===== config.mk =====
export PLATFORM = sky130hd
export DESIGN_NAME = fwd_scoreboard_unit_flat
export DESIGN_NICKNAME = d
export VERILOG_FILES = /design/src/rtl/fwd_scoreboard_unit_pkg.sv /design/src/rtl/fwd_scoreboard_unit_if.sv /design/src/rtl/fwd_scoreboard_unit_src_match.sv /design/src/rtl/fwd_scoreboard_unit.sv /design/src/flat_wrapper.sv
export SDC_FILE = /design/constraint.sdc
export NUM_CORES = 1
export LEC_CHECK = 0
export CAP_MARGIN = 0
export CORE_UTILIZATION = 35
export CTS_CLUSTER_DIAMETER = 120
export CTS_CLUSTER_SIZE = 8
export DETAILED_ROUTE_END_ITERATION = 12
export GPL_TIMING_DRIVEN = 0
export PLACE_DENSITY = 0.64
export SLEW_MARGIN = 20
export SYNTH_ARGS = -nofsm -noshare
export SYNTH_HDL_FRONTEND = slang
export SYNTH_SLANG_ARGS = --single-unit

===== constraint.sdc =====
create_clock -name clk -period 5.5 [get_ports clk]
set_clock_uncertainty 0.15 [all_clocks]
set_input_delay 1.65 -clock clk [delete_from_list [all_inputs] [get_ports clk]]
set_output_delay 1.65 -clock clk [all_outputs]
set_load 0.02 [all_outputs]

===== src/rtl/fwd_scoreboard_unit_pkg.sv =====
`default_nettype none
// ============================================================================
//  Module      : fwd_scoreboard_unit_pkg
//  Description : Shared constants for the forwarding / scoreboard unit:
//                forward-select encodings and the default register width
//                also used by the register file and decoder.
//  Revision    : 1.0 - initial release
// ============================================================================
package fwd_scoreboard_unit_pkg;

    // Register address width shared with the regfile and decoder
    localparam int REG_AW_DEF  = 5;

    // Forward select value meaning "take the operand from the register file"
    localparam int SEL_REGFILE = 0;

    // Forward select value for the long-latency completion bus; it sits just
    // above the per-stage selects (stage k -> k+1)
    function automatic int sel_completion(input int fwd_depth);
        return fwd_depth + 1;
    endfunction

endpackage
`default_nettype wire


===== src/rtl/fwd_scoreboard_unit_if.sv =====
`default_nettype none
// ============================================================================
//  Module      : fwd_scoreboard_unit_if
//  Description : Decode-side bundle between the ID stage and the forwarding /
//                scoreboard unit: source operands, downstream stage
//                destinations, issue and completion info, selects and stall.
//  Revision    : 1.0 - initial release
// ============================================================================
interface fwd_scoreboard_unit_if
    import fwd_scoreboard_unit_pkg::*;
#(
    parameter int NUM_SRC   = 2,
    parameter int FWD_DEPTH = 2,
    parameter int REG_AW    = REG_AW_DEF,
    parameter int SEL_W     = $clog2(FWD_DEPTH + 2)
);
    logic                          flush;
    logic [NUM_SRC*REG_AW-1:0]     id_rs;
    logic [NUM_SRC-1:0]            id_rs_used;
    logic [FWD_DEPTH*REG_AW-1:0]   stage_rd;
    logic [FWD_DEPTH-1:0]          stage_rw;
    logic                          stage_is_load;
    logic                          issue_valid;
    logic                          issue_long;
    logic [REG_AW-1:0]             issue_rd;
    logic                          done_valid;
    logic [REG_AW-1:0]             done_rd;
    logic [NUM_SRC*SEL_W-1:0]      fwd_sel;
    logic                          stall;
    logic                          sb_full;
    logic                          err;
    logic [31:0]                   stall_cycles;

    // Pipeline / decode side
    modport master (
        output flush, id_rs, id_rs_used, stage_rd, stage_rw, stage_is_load,
               issue_valid, issue_long, issue_rd, done_valid, done_rd,
        input  fwd_sel, stall, sb_full, err, stall_cycles
    );

    // Forwarding / scoreboard unit side
    modport slave (
        input  flush, id_rs, id_rs_used, stage_rd, stage_rw, stage_is_load,
               issue_valid, issue_long, issue_rd, done_valid, done_rd,
        output fwd_sel, stall, sb_full, err, stall_cycles
    );

endinterface
`default_nettype wire


===== src/rtl/fwd_scoreboard_unit_src_match.sv =====
`default_nettype none
// ============================================================================
//  Module      : fwd_src_match
//  Description : Priority match of one decode source register against the
//                downstream stage destinations (youngest wins) and then the
//                long-latency completion bus.
//  Revision    : 1.0 - initial release
// ============================================================================
module fwd_src_match
    import fwd_scoreboard_unit_pkg::*;
#(
    parameter int FWD_DEPTH = 2,
    parameter int REG_AW    = REG_AW_DEF,
    parameter int SEL_W     = $clog2(FWD_DEPTH + 2)
) (
    input  wire logic [REG_AW-1:0]           rs,
    input  wire logic                        used,
    input  wire logic [FWD_DEPTH*REG_AW-1:0] stage_rd,
    input  wire logic [FWD_DEPTH-1:0]        stage_rw,
    input  wire logic                        done_valid,
    input  wire logic [REG_AW-1:0]           done_rd,
    output logic      [SEL_W-1:0]            sel,
    output logic                             stage_hit,
    output logic                             done_hit
);

    // Register 0 and unread sources never forward
    logic w_active;
    assign w_active = used && (rs != '0);

    // Scan oldest to youngest so the youngest matching stage overwrites
    always_comb begin
        sel       = SEL_W'(SEL_REGFILE);
        stage_hit = 1'b0;
        done_hit  = done_valid && (done_rd == rs);
        for (int k = FWD_DEPTH - 1; k >= 0; k--) begin
            if (w_active && stage_rw[k] && (stage_rd[k*REG_AW +: REG_AW] == rs)) begin
                sel       = SEL_W'(k + 1);
                stage_hit = 1'b1;
            end
        end
        if (w_active && !stage_hit && done_hit) begin
            sel = SEL_W'(sel_completion(FWD_DEPTH));
        end
    end

endmodule
`default_nettype wire


===== src/rtl/fwd_scoreboard_unit.sv =====
`default_nettype none
// ============================================================================
//  Module      : fwd_scoreboard_unit
//  Description : Operand forward selects for the decode stage plus a register
//                scoreboard for in-flight long-latency ops; produces the
//                decode stall for load-use, RAW/WAW on pending and full.
//  Revision    : 1.0 - initial release
// ============================================================================
module fwd_scoreboard_unit
    import fwd_scoreboard_unit_pkg::*;
#(
    parameter int NUM_SRC   = 2,
    parameter int FWD_DEPTH = 2,
    parameter int REG_AW    = REG_AW_DEF,
    parameter int MAX_PEND  = 4,
    parameter int SEL_W     = $clog2(FWD_DEPTH + 2)
) (
    input  wire logic             clk,
    input  wire logic             rst,
    fwd_scoreboard_unit_if.slave  bus
);

    localparam int CNT_W  = $clog2(MAX_PEND + 1);
    localparam int NUM_RG = 2 ** REG_AW;

    logic [NUM_RG-1:0]              r_pending;
    logic [CNT_W-1:0]               r_pend_cnt;
    logic                           r_err;
    logic [31:0]                    r_stall_cycles;

    logic [NUM_SRC-1:0][SEL_W-1:0]  w_sel;
    logic [NUM_SRC-1:0]             w_stage_hit;
    logic [NUM_SRC-1:0]             w_done_hit;
    logic                           w_load_use;
    logic                           w_raw_pend;
    logic                           w_waw_pend;
    logic                           w_full_hz;
    logic                           w_full;
    logic                           w_stall;
    logic                           w_alloc;
    logic                           w_clr;
    logic                           w_err_set;

    generate
        for (genvar i = 0; i < NUM_SRC; i++) begin : g_src
            fwd_src_match #(
                .FWD_DEPTH (FWD_DEPTH),
                .REG_AW    (REG_AW),
                .SEL_W     (SEL_W)
            ) u_match (
                .rs         (bus.id_rs[i*REG_AW +: REG_AW]),
                .used       (bus.id_rs_used[i]),
                .stage_rd   (bus.stage_rd),
                .stage_rw   (bus.stage_rw),
                .done_valid (bus.done_valid),
                .done_rd    (bus.done_rd),
                .sel        (w_sel[i]),
                .stage_hit  (w_stage_hit[i]),
                .done_hit   (w_done_hit[i])
            );
        end
    endgenerate

    assign w_full = (r_pend_cnt == CNT_W'(MAX_PEND));

    // Source-side hazards: load data not ready, or reading a pending register
    // that neither a stage nor the completion bus can supply this cycle
    always_comb begin
        w_load_use = 1'b0;
        w_raw_pend = 1'b0;
        for (int i = 0; i < NUM_SRC; i++) begin
            if ((w_sel[i] == SEL_W'(1)) && bus.stage_is_load) begin
                w_load_use = 1'b1;
            end
            if (bus.id_rs_used[i] && (bus.id_rs[i*REG_AW +: REG_AW] != '0) &&
                r_pending[bus.id_rs[i*REG_AW +: REG_AW]] &&
                !w_stage_hit[i] && !w_done_hit[i]) begin
                w_raw_pend = 1'b1;
            end
        end
    end

    // Destination-side hazards and the resulting stall / allocate / retire
    always_comb begin
        w_waw_pend = bus.issue_valid && (bus.issue_rd != '0) && r_pending[bus.issue_rd] &&
                     !(bus.done_valid && (bus.done_rd == bus.issue_rd));
        // A retiring op frees a slot in the same cycle the new one takes it
        w_full_hz  = bus.issue_valid && bus.issue_long && w_full &&
                     !(bus.done_valid && r_pending[bus.done_rd]);
        w_stall    = !bus.flush && (w_load_use || w_raw_pend || w_waw_pend || w_full_hz);
        w_alloc    = bus.issue_valid && bus.issue_long && !w_stall && !bus.flush &&
                     (bus.issue_rd != '0);
        w_clr      = bus.done_valid && (bus.done_rd != '0) && r_pending[bus.done_rd];
        w_err_set  = bus.done_valid && (bus.done_rd != '0) && !r_pending[bus.done_rd];
    end

    // Scoreboard, occupancy, sticky error and stall counter
    always_ff @(posedge clk or posedge rst) begin
        if (rst) begin
            r_pending      <= '0;
            r_pend_cnt     <= '0;
            r_err          <= 1'b0;
            r_stall_cycles <= '0;
        end else begin
            // Set after clear so a same-register alloc/done leaves the bit set
            if (w_clr) begin
                r_pending[bus.done_rd] <= 1'b0;
            end
            if (w_alloc) begin
                r_pending[bus.issue_rd] <= 1'b1;
            end
            case ({w_alloc, w_clr})
                2'b10:   r_pend_cnt <= r_pend_cnt + CNT_W'(1);
                2'b01:   r_pend_cnt <= r_pend_cnt - CNT_W'(1);
                default: r_pend_cnt <= r_pend_cnt;
            endcase
            if (w_err_set) begin
                r_err <= 1'b1;
            end
            if (w_stall && (r_stall_cycles != '1)) begin
                r_stall_cycles <= r_stall_cycles + 32'd1;
            end
        end
    end

    assign bus.fwd_sel      = w_sel;
    assign bus.stall        = w_stall;
    assign bus.sb_full      = w_full;
    assign bus.err          = r_err;
    assign bus.stall_cycles = r_stall_cycles;

endmodule
`default_nettype wire


===== src/flat_wrapper.sv =====
// flat-port wrapper written by rule: the top's interface ports become plain ports
module fwd_scoreboard_unit_flat import fwd_scoreboard_unit_pkg::*;
#(
    parameter int NUM_SRC   = 2,
    parameter int FWD_DEPTH = 2,
    parameter int REG_AW    = REG_AW_DEF,
    parameter int MAX_PEND  = 4,
    parameter int SEL_W     = $clog2(FWD_DEPTH + 2)
)
  (clk, rst, bus_flush, bus_id_rs, bus_id_rs_used, bus_stage_rd, bus_stage_rw, bus_stage_is_load, bus_issue_valid, bus_issue_long, bus_issue_rd, bus_done_valid, bus_done_rd, bus_fwd_sel, bus_stall, bus_sb_full, bus_err, bus_stall_cycles);
  fwd_scoreboard_unit_if #(.NUM_SRC(NUM_SRC), .FWD_DEPTH(FWD_DEPTH), .REG_AW(REG_AW), .SEL_W(SEL_W)) bus_i ();
  input  wire logic clk;
  input  wire logic rst;
  input wire logic [$bits(bus_i.flush)-1:0] bus_flush;
  input wire logic [$bits(bus_i.id_rs)-1:0] bus_id_rs;
  input wire logic [$bits(bus_i.id_rs_used)-1:0] bus_id_rs_used;
  input wire logic [$bits(bus_i.stage_rd)-1:0] bus_stage_rd;
  input wire logic [$bits(bus_i.stage_rw)-1:0] bus_stage_rw;
  input wire logic [$bits(bus_i.stage_is_load)-1:0] bus_stage_is_load;
  input wire logic [$bits(bus_i.issue_valid)-1:0] bus_issue_valid;
  input wire logic [$bits(bus_i.issue_long)-1:0] bus_issue_long;
  input wire logic [$bits(bus_i.issue_rd)-1:0] bus_issue_rd;
  input wire logic [$bits(bus_i.done_valid)-1:0] bus_done_valid;
  input wire logic [$bits(bus_i.done_rd)-1:0] bus_done_rd;
  output wire logic [$bits(bus_i.fwd_sel)-1:0] bus_fwd_sel;
  output wire logic [$bits(bus_i.stall)-1:0] bus_stall;
  output wire logic [$bits(bus_i.sb_full)-1:0] bus_sb_full;
  output wire logic [$bits(bus_i.err)-1:0] bus_err;
  output wire logic [$bits(bus_i.stall_cycles)-1:0] bus_stall_cycles;
  assign bus_i.flush = bus_flush;
  assign bus_i.id_rs = bus_id_rs;
  assign bus_i.id_rs_used = bus_id_rs_used;
  assign bus_i.stage_rd = bus_stage_rd;
  assign bus_i.stage_rw = bus_stage_rw;
  assign bus_i.stage_is_load = bus_stage_is_load;
  assign bus_i.issue_valid = bus_issue_valid;
  assign bus_i.issue_long = bus_issue_long;
  assign bus_i.issue_rd = bus_issue_rd;
  assign bus_i.done_valid = bus_done_valid;
  assign bus_i.done_rd = bus_done_rd;
  assign bus_fwd_sel = bus_i.fwd_sel;
  assign bus_stall = bus_i.stall;
  assign bus_sb_full = bus_i.sb_full;
  assign bus_err = bus_i.err;
  assign bus_stall_cycles = bus_i.stall_cycles;
  fwd_scoreboard_unit #(.NUM_SRC(NUM_SRC), .FWD_DEPTH(FWD_DEPTH), .REG_AW(REG_AW), .MAX_PEND(MAX_PEND), .SEL_W(SEL_W)) u_core (.clk(clk), .rst(rst), .bus(bus_i));
endmodule

==> impl_metrics.py, run 1 <==
metrics = {
    "clock_network": {
        "cts_root_buffer": "clkbuf_16",
        "cts_made_buffers": 9,
        "clkSlewWorstSetupHoldPaths_ns": 0.05,
        "clk-insertion-delay-late_ns": 0.33,
        "htree_num_levels": 3,
        "cts_tree": "done",
        "clock_sinks": 68,
        "max-clock-path-buffers": 2,
        "postCtsHoldBufs": 0,
    },
    "die": {
        "die_h_um": 120,
        "start_util_pct": 36.3,
        "rows": 42,
        "io_pins": 80,
        "coreArea_mm2": 0.0133,
        "dieArea_mm2": 0.0143,
        "die_x_um": 120,
    },
    "timing": {
        "rsz0062_at_grt": "true",
        "fin_crit_sh_pct": 104,
        "finalSetupTns_ns": -0.197,
        "fin_crit_ns": 5.70,
        "hold_viol": 0,
        "setup_viol": 1,
        "holdWs_ns": 0.321,
        "relSlewSlack_pct": 58.5,
        "tightest_slew_ns": 0.623,
        "finalMaxSlewViolations": 0,
        "fmax_ghz": 0.176,
        "fin_ws_ns": -0.197,
    },
    "grt": {
        "grt_pass1_wl_mm": 25.8,
        "grt_pass1_vias": 4885,
        "gr-total-overflow": 0,
        "antenna_found_initial": 0,
        "grt_start_max_net_pins": 59,
        "grt_use_total_pct": 23.4,
    },
    "placement": {
        "pre_cts_slack_ns": -1.59,
        "io_buffers": 70,
        "dpl.hpwl_mm": 10.9,
        "gp_congestion": 0.972,
    },
    "critical_path": {
        "path_max_fanout": 5,
        "rr_endpoint": "u_core.r_pend_cnt[2]$_DFFE_PP0P_",
        "r2r_cells": 14,
        "crit_arrival_ns": 3.90,
        "cp-start-kind": "input port",
        "path_class": "in -> out",
        "r2r_start": "u_core.r_pending[5]$_DFF_PP0_",
        "crit_required_ns": 3.70,
        "end_kind": "output port",
        "r2r_setup_slack_ns": 1.95,
    },
    "hold_path": {
        "hold_class": "reg -> reg",
        "min_to": "u_core.r_pend_cnt[0]$_DFFE_PP0P_",
        "hold_depth": 1,
        "hold_path.startpoint": "u_core.r_pend_cnt[0]$_DFFE_PP0P_",
    },
    "drt": {
        "vias_per_cell": 5.87,
        "drtIter0Drc": 334,
        "wl_per_cell_um": 20.2,
        "first_pass_iters": 4,
        "ant_nets": 0,
        "drc_errors": 0,
        "wl_mm": 16.1,
        "via_count": 4652,
    },
    "run_status": {
        "violations": "negative setup slack",
        "status": "finished, violations left",
    },
    "finish": {
        "syn_to_final_growth_pct": 34.8,
        "drive_gt1_share_pct": 20.6,
        "layout.nets": 657,
        "num_antenna_cells": 0,
        "utilization_pct": 48.9,
        "n_fill_cell": 1245,
    },
    "synth": {
        "async_flop_share_pct": 100,
        "seq_area_frac_synth_pct": 35.1,
        "synth-seq-cells": 68,
        "syn_avg_cell_area_um2": 9.63,
        "synth_edf_count": 0,
        "synth_cell_types": 50,
        "synth_area_mm2": 0.00484,
        "syn-num-nets": 547,
        "syn-instance-count": 503,
        "yosys_warnings": 0,
        "ys.flop_type": "dfrtp_1",
    },
    "pwr": {
        "leakagePower_nw": 2.74,
        "max-vdd-ir-drop_uv": 168,
        "p_per_area_mw_per_mm2": 261,
    },
    "flow_run": {
        "maxCapViolCount": 0,
    },
}
## sequential cells by signal (all words and copies together) (netlist names)
register                 count
u_core.r_pend_cnt            3
u_core.bus.err               1
u_core.r_pending            32
u_core.bus.stall_cycles     32
## worst max path at each step
| stage | startpoint | to |
|---|---|---|
| 2_1_floorplan | bus_id_rs[2] | bus_stall |
| 3_3_place_gp | bus_issue_rd[0] | bus_stall |
| 3_5_place_dp | bus_issue_rd[0] | bus_stall |
| 4_1_cts | bus_id_rs[0] | bus_stall |
| 5_1_grt | bus_id_rs[1] | bus_stall |
| 6_report | bus_id_rs[1] | bus_stall |
## cell usage after synthesis, types with 2 or more instances
library cell / n / area, um2
xnor2_1: 26 / 228
clkbuf_1: 10 / 37.5
inv_1: 13 / 48.8
nand3b_1: 9 / 67.6
nand4b_1: 3 / 26.3
buf_2: 13 / 65.1
o221ai_1: 9 / 78.8
or4_1: 4 / 30.0
o22ai_1: 6 / 37.5
o21ai_2: 2 / 17.5
mux2i_1: 39 / 390
nor4bb_1: 2 / 20.0
ha_1: 2 / 25.0
or3b_2: 6 / 52.6
and4_1: 2 / 17.5
buf_6: 2 / 22.5
a31o_2: 2 / 17.5
a21oi_1: 2 / 10.0
nor4_1: 6 / 37.5
nand3_1: 21 / 105
xor2_1: 43 / 377
nor2b_1: 2 / 12.5
mux4_2: 18 / 405
and3_1: 10 / 62.6
dfrtp_1: 68 / 1700
nor3_1: 20 / 100
buf_4: 2 / 15.0
nor2_1: 30 / 113
a22oi_1: 2 / 15.0
o21ai_0: 61 / 305
nand4_1: 14 / 87.6
nand2_1: 33 / 124
or3_1: 4 / 25.0
## layout make-up
type	instances	area, um2	share of cell area (%)
clock buffers	14	264	4.04
well taps	176	220	3.37
multi-input cells	394	3120	47.7
inverters	13	53.8	0.824
clock inverters	1	7.51	0.115
repair buffers	100	927	14.2
plain buffers	27	239	3.66
flip-flops and latches	68	1700	26.0
## critical path, cell delays in order
cell and delay [ns]:
clkdlybuf4s15_1 0.23, buf_6 0.17, buf_4 0.14, xnor2_1 0.16
nand4_1 0.15, nor3_4 0.30, nor4_2 0.08, or3_4 0.36
o31ai_4 0.35, buf_6 0.16, inv_4 0.03, buf_6 0.11
## cells by family (layout without fill, tap and decap cells)
kind of cell | count (synthesis) | after routing | synth area share, %
flip-flops | 68 | 68 | 35.1
buffers and inverters | 41 | 155 | 3.98
AO/OA/AOI/OAI | 92 | 92 | 11.5
XOR/XNOR | 69 | 69 | 12.5
adder cells (fa/ha/maj) | 3 | 3 | 0.930
AND/OR/NAND/NOR | 172 | 172 | 19.3
multiplexers | 58 | 58 | 16.7
## placed cells by master, fill, tap and decap left out, drive strengths merged, types with 3 or more instances in the layout
| cell | instances |
|---|---|
| nand4 | 14 |
| or3 | 5 |
| nor2 | 30 |
| clkbuf | 27 |
| dlymetal6s2s | 3 |
| nor3 | 21 |
| o21ai | 64 |
| mux4 | 18 |
| dlygate4sd2 | 7 |
| or3b | 6 |
| clkdlybuf4s50 | 54 |
| xor2 | 43 |
| o221ai | 9 |
| nand3b | 9 |
| dfrtp | 68 |
| nand4b | 3 |
| or4 | 4 |
| nand2 | 33 |
| mux2i | 39 |
| inv | 13 |
| and3 | 10 |
| buf | 49 |
| xnor2 | 26 |
| nor4 | 6 |
| o22ai | 6 |
| nand3 | 21 |
## power by group
part           switching [W]  leakage (nW)  internal (W)  total [W]
Sequential         0.0000971         0.893      0.000572   0.000669
Combinational       0.000258          1.72      0.000250   0.000508
Clock               0.000200         0.129      0.000327   0.000528
Total               0.000556          2.74       0.00115    0.00171
## metal layers
layer / global-route usage (%) / vias up / share of wire (%)
li1: - / 2064 / -
met3: 3.99 / 54 / 7.4
met2: 38.3 / 265 / 46
met1: 29.1 / 2269 / 42
met5: 0 / - / 0
met4: 13.3 / 0 / 4.5
## what timing repair did
item,in CTS,in global routing
gates resized for setup,82,15
endpoints found under the hold margin,0,0
setup buffers,20,1
cloned,8,0
setup endpoints to repair,5,4
pin swaps,8,8
## stage by stage
step                instance area [um2]  cells  total power (W)
floorplan                          4900    503         0.000934
finish                             6530    793          0.00171
detailed placement                 5850    750          0.00114
global placement                   5820    749          0.00112
CTS                                6490    792          0.00171
global route                       6530    793          0.00179
No activity file was read; power rests on OpenSTA's default activity.
==> run 2: changes to the inputs <==
SLEW_MARGIN = not set   (was 20)
==> run 2 against run 1 <==
  * The run still ends with negative setup slack left
  * Largest cell class unchanged
  * Via count shrank 0.62%
  * First-iteration DRC count grew 11%
  * Die area did not move
  * Register-to-register slack worse by 0.02 ns
  * Fmax is 0.90% lower
  * Count of clock-buffer cells in the layout fell by 1
  * Core utilization rose by 0.51 points
  * Cell area increased by 1.0%
  * Worst hold slack better by 0.0034 ns
==> impl_metrics.py, run 2 (synthesized netlist as in run 1, its figures left out) <==
metrics = {
    "clock_network": {
        "cts_tree": "done",
        "max-clock-path-buffers": 2,
        "postCtsHoldBufs": 0,
        "cts_made_buffers": 9,
        "clock_sinks": 68,
        "htree_num_levels": 3,
        "cts_root_buffer": "clkbuf_16",
        "clk-insertion-delay-late_ns": 0.33,
        "clkSlewWorstSetupHoldPaths_ns": 0.05,
    },
    "critical_path": {
        "crit_arrival_ns": 3.95,
        "r2r_setup_slack_ns": 1.93,
        "crit_required_ns": 3.70,
        "end_kind": "output port",
        "path_max_fanout": 5,
        "path_class": "in -> out",
        "cp-start-kind": "input port",
    },
    "placement": {
        "gp_congestion": 0.972,
        "placed_cell_area_mm2": 0.00584,
        "pre_cts_slack_ns": -1.61,
        "dpl.hpwl_mm": 10.8,
        "io_buffers": 70,
        "dp.cells": 750,
    },
    "grt": {
        "grt_use_total_pct": 22.9,
        "gr-total-overflow": 0,
        "grt_start_max_net_pins": 37,
        "antenna_found_initial": 0,
        "grt_pass1_vias": 4812,
        "grt_pass1_wl_mm": 25.2,
    },
    "timing": {
        "fmax_ghz": 0.174,
        "setup_viol": 1,
        "fin_ws_ns": -0.249,
        "tightest_slew_ns": 0.771,
        "finalMaxSlewViolations": 0,
        "fin_crit_ns": 5.75,
        "fin_crit_sh_pct": 105,
        "holdWs_ns": 0.325,
        "rsz0062_at_grt": "true",
        "hold_viol": 0,
        "relSlewSlack_pct": 48.5,
    },
    "pwr": {
        "seq_power_share_pct": 37.3,
        "p_per_area_mw_per_mm2": 271,
        "leakagePower_nw": 2.77,
        "pwr-share-comb_pct": 28.5,
        "clockPowerShare_pct": 34.2,
        "max-vdd-ir-drop_uv": 203,
        "swShare_pct": 31.7,
        "p_sw_w": 0.000566,
        "p_int_w": 0.00122,
    },
    "hold_path": {
        "hold_class": "reg -> reg",
    },
    "finish": {
        "final_cell_mix": "dfrtp_1, o21ai_0, clkdlybuf4s50_1",
        "n_fill_cell": 1227,
        "drive_gt1_share_pct": 21.7,
        "layout.nets": 657,
        "syn_to_final_growth_pct": 36.2,
        "final_common_cell": "dfrtp_1",
        "num_antenna_cells": 0,
        "final-instance-count-excl-fill": 794,
        "design_area_mm2": 0.00660,
    },
    "flow_run": {
        "maxCapViolCount": 0,
    },
    "die": {
        "start_util_pct": 36.3,
        "dieArea_mm2": 0.0143,
        "coreArea_mm2": 0.0133,
        "die_h_um": 120,
        "io_pins": 80,
        "rows": 42,
        "die_x_um": 120,
    },
    "drt": {
        "via_count": 4623,
        "ant_nets": 0,
        "drc_errors": 0,
        "vias_per_cell": 5.82,
        "wl_per_cell_um": 20.1,
        "drtIter0Drc": 371,
        "wl_mm": 16.0,
        "first_pass_iters": 6,
    },
    "run_status": {
        "violations": "negative setup slack",
        "status": "finished, violations left",
    },
}
## run 2: final cells by class
type	count	area [um2]	area share, %
multi-input combinational	394	3140	47.5
sequential	68	1700	25.8
timing repair buffer	100	927	14.0
clock buffer	13	280	4.25
buffer	27	240	3.64
tap	176	220	3.34
inverter	13	51.3	0.777
clock inverter	3	42.5	0.645
## run 2: path summary, 6_finish.rpt
path,startpoint,cells past startpoint,end
max,bus_issue_rd[0],11,bus_stall
min,u_core.r_pend_cnt[2]$_DFFE_PP0P_,1,u_core.r_pend_cnt[2]$_DFFE_PP0P_
max reg2reg,u_core.r_pending[18]$_DFF_PP0_,14,u_core.r_pend_cnt[2]$_DFFE_PP0P_
min reg2reg,u_core.r_pend_cnt[2]$_DFFE_PP0P_,1,u_core.r_pend_cnt[2]$_DFFE_PP0P_
max in group asynchronous,rst,3,u_core.bus.stall_cycles[2]$_DFFE_PP0P_
min in group asynchronous,rst,2,u_core.r_pending[5]$_DFF_PP0_
## run 2: layer usage
layer	GRT usage, %	part of all wire (%)
met3	4.13	7.5
met5	0	0
met4	13.0	4.4
met1	28.7	41
met2	37.0	47
## run 2: power by group through the flow
stage	Sequential (W)	Combinational (W)	Clock, W
floorplan	0.000687	0.000247	0
global placement	0.000668	0.000455	0
detailed placement	0.000668	0.000465	0
CTS	0.000664	0.000503	0.000626
global route	0.000678	0.000545	0.000649
finish	0.000667	0.000510	0.000611
## run 2: what timing repair did
| action | in CTS | in global routing |
|---|---|---|
| resized for setup | 85 | 12 |
| cloned | 6 | 0 |
| hold endpoints to repair | 0 | 0 |
| endpoints found under the setup margin | 5 | 3 |
| buffers inserted | 21 | 2 |
| pin swaps | 8 | 9 |
## run 2: worst max-delay path, stage by stage
cell	delay (ns)
clkdlybuf4s15_2	0.23
buf_6	0.18
mux2i_4	0.27
o221ai_1	0.14
a22oi_1	0.28
a21oi_2	0.12
or3_4	0.43
o31ai_4	0.33
buf_6	0.17
inv_4	0.03
buf_6	0.11
## run 2: metrics by stage
stage	power (W)	utilization, %	TNS [ns]
floorplan	0.000934	-	0
global placement	0.00112	43.6	-2.33
detailed placement	0.00113	43.7	-2.59
CTS	0.00179	49.1	-0.170
global route	0.00187	49.4	-0.286
finish	0.00179	49.4	-0.249
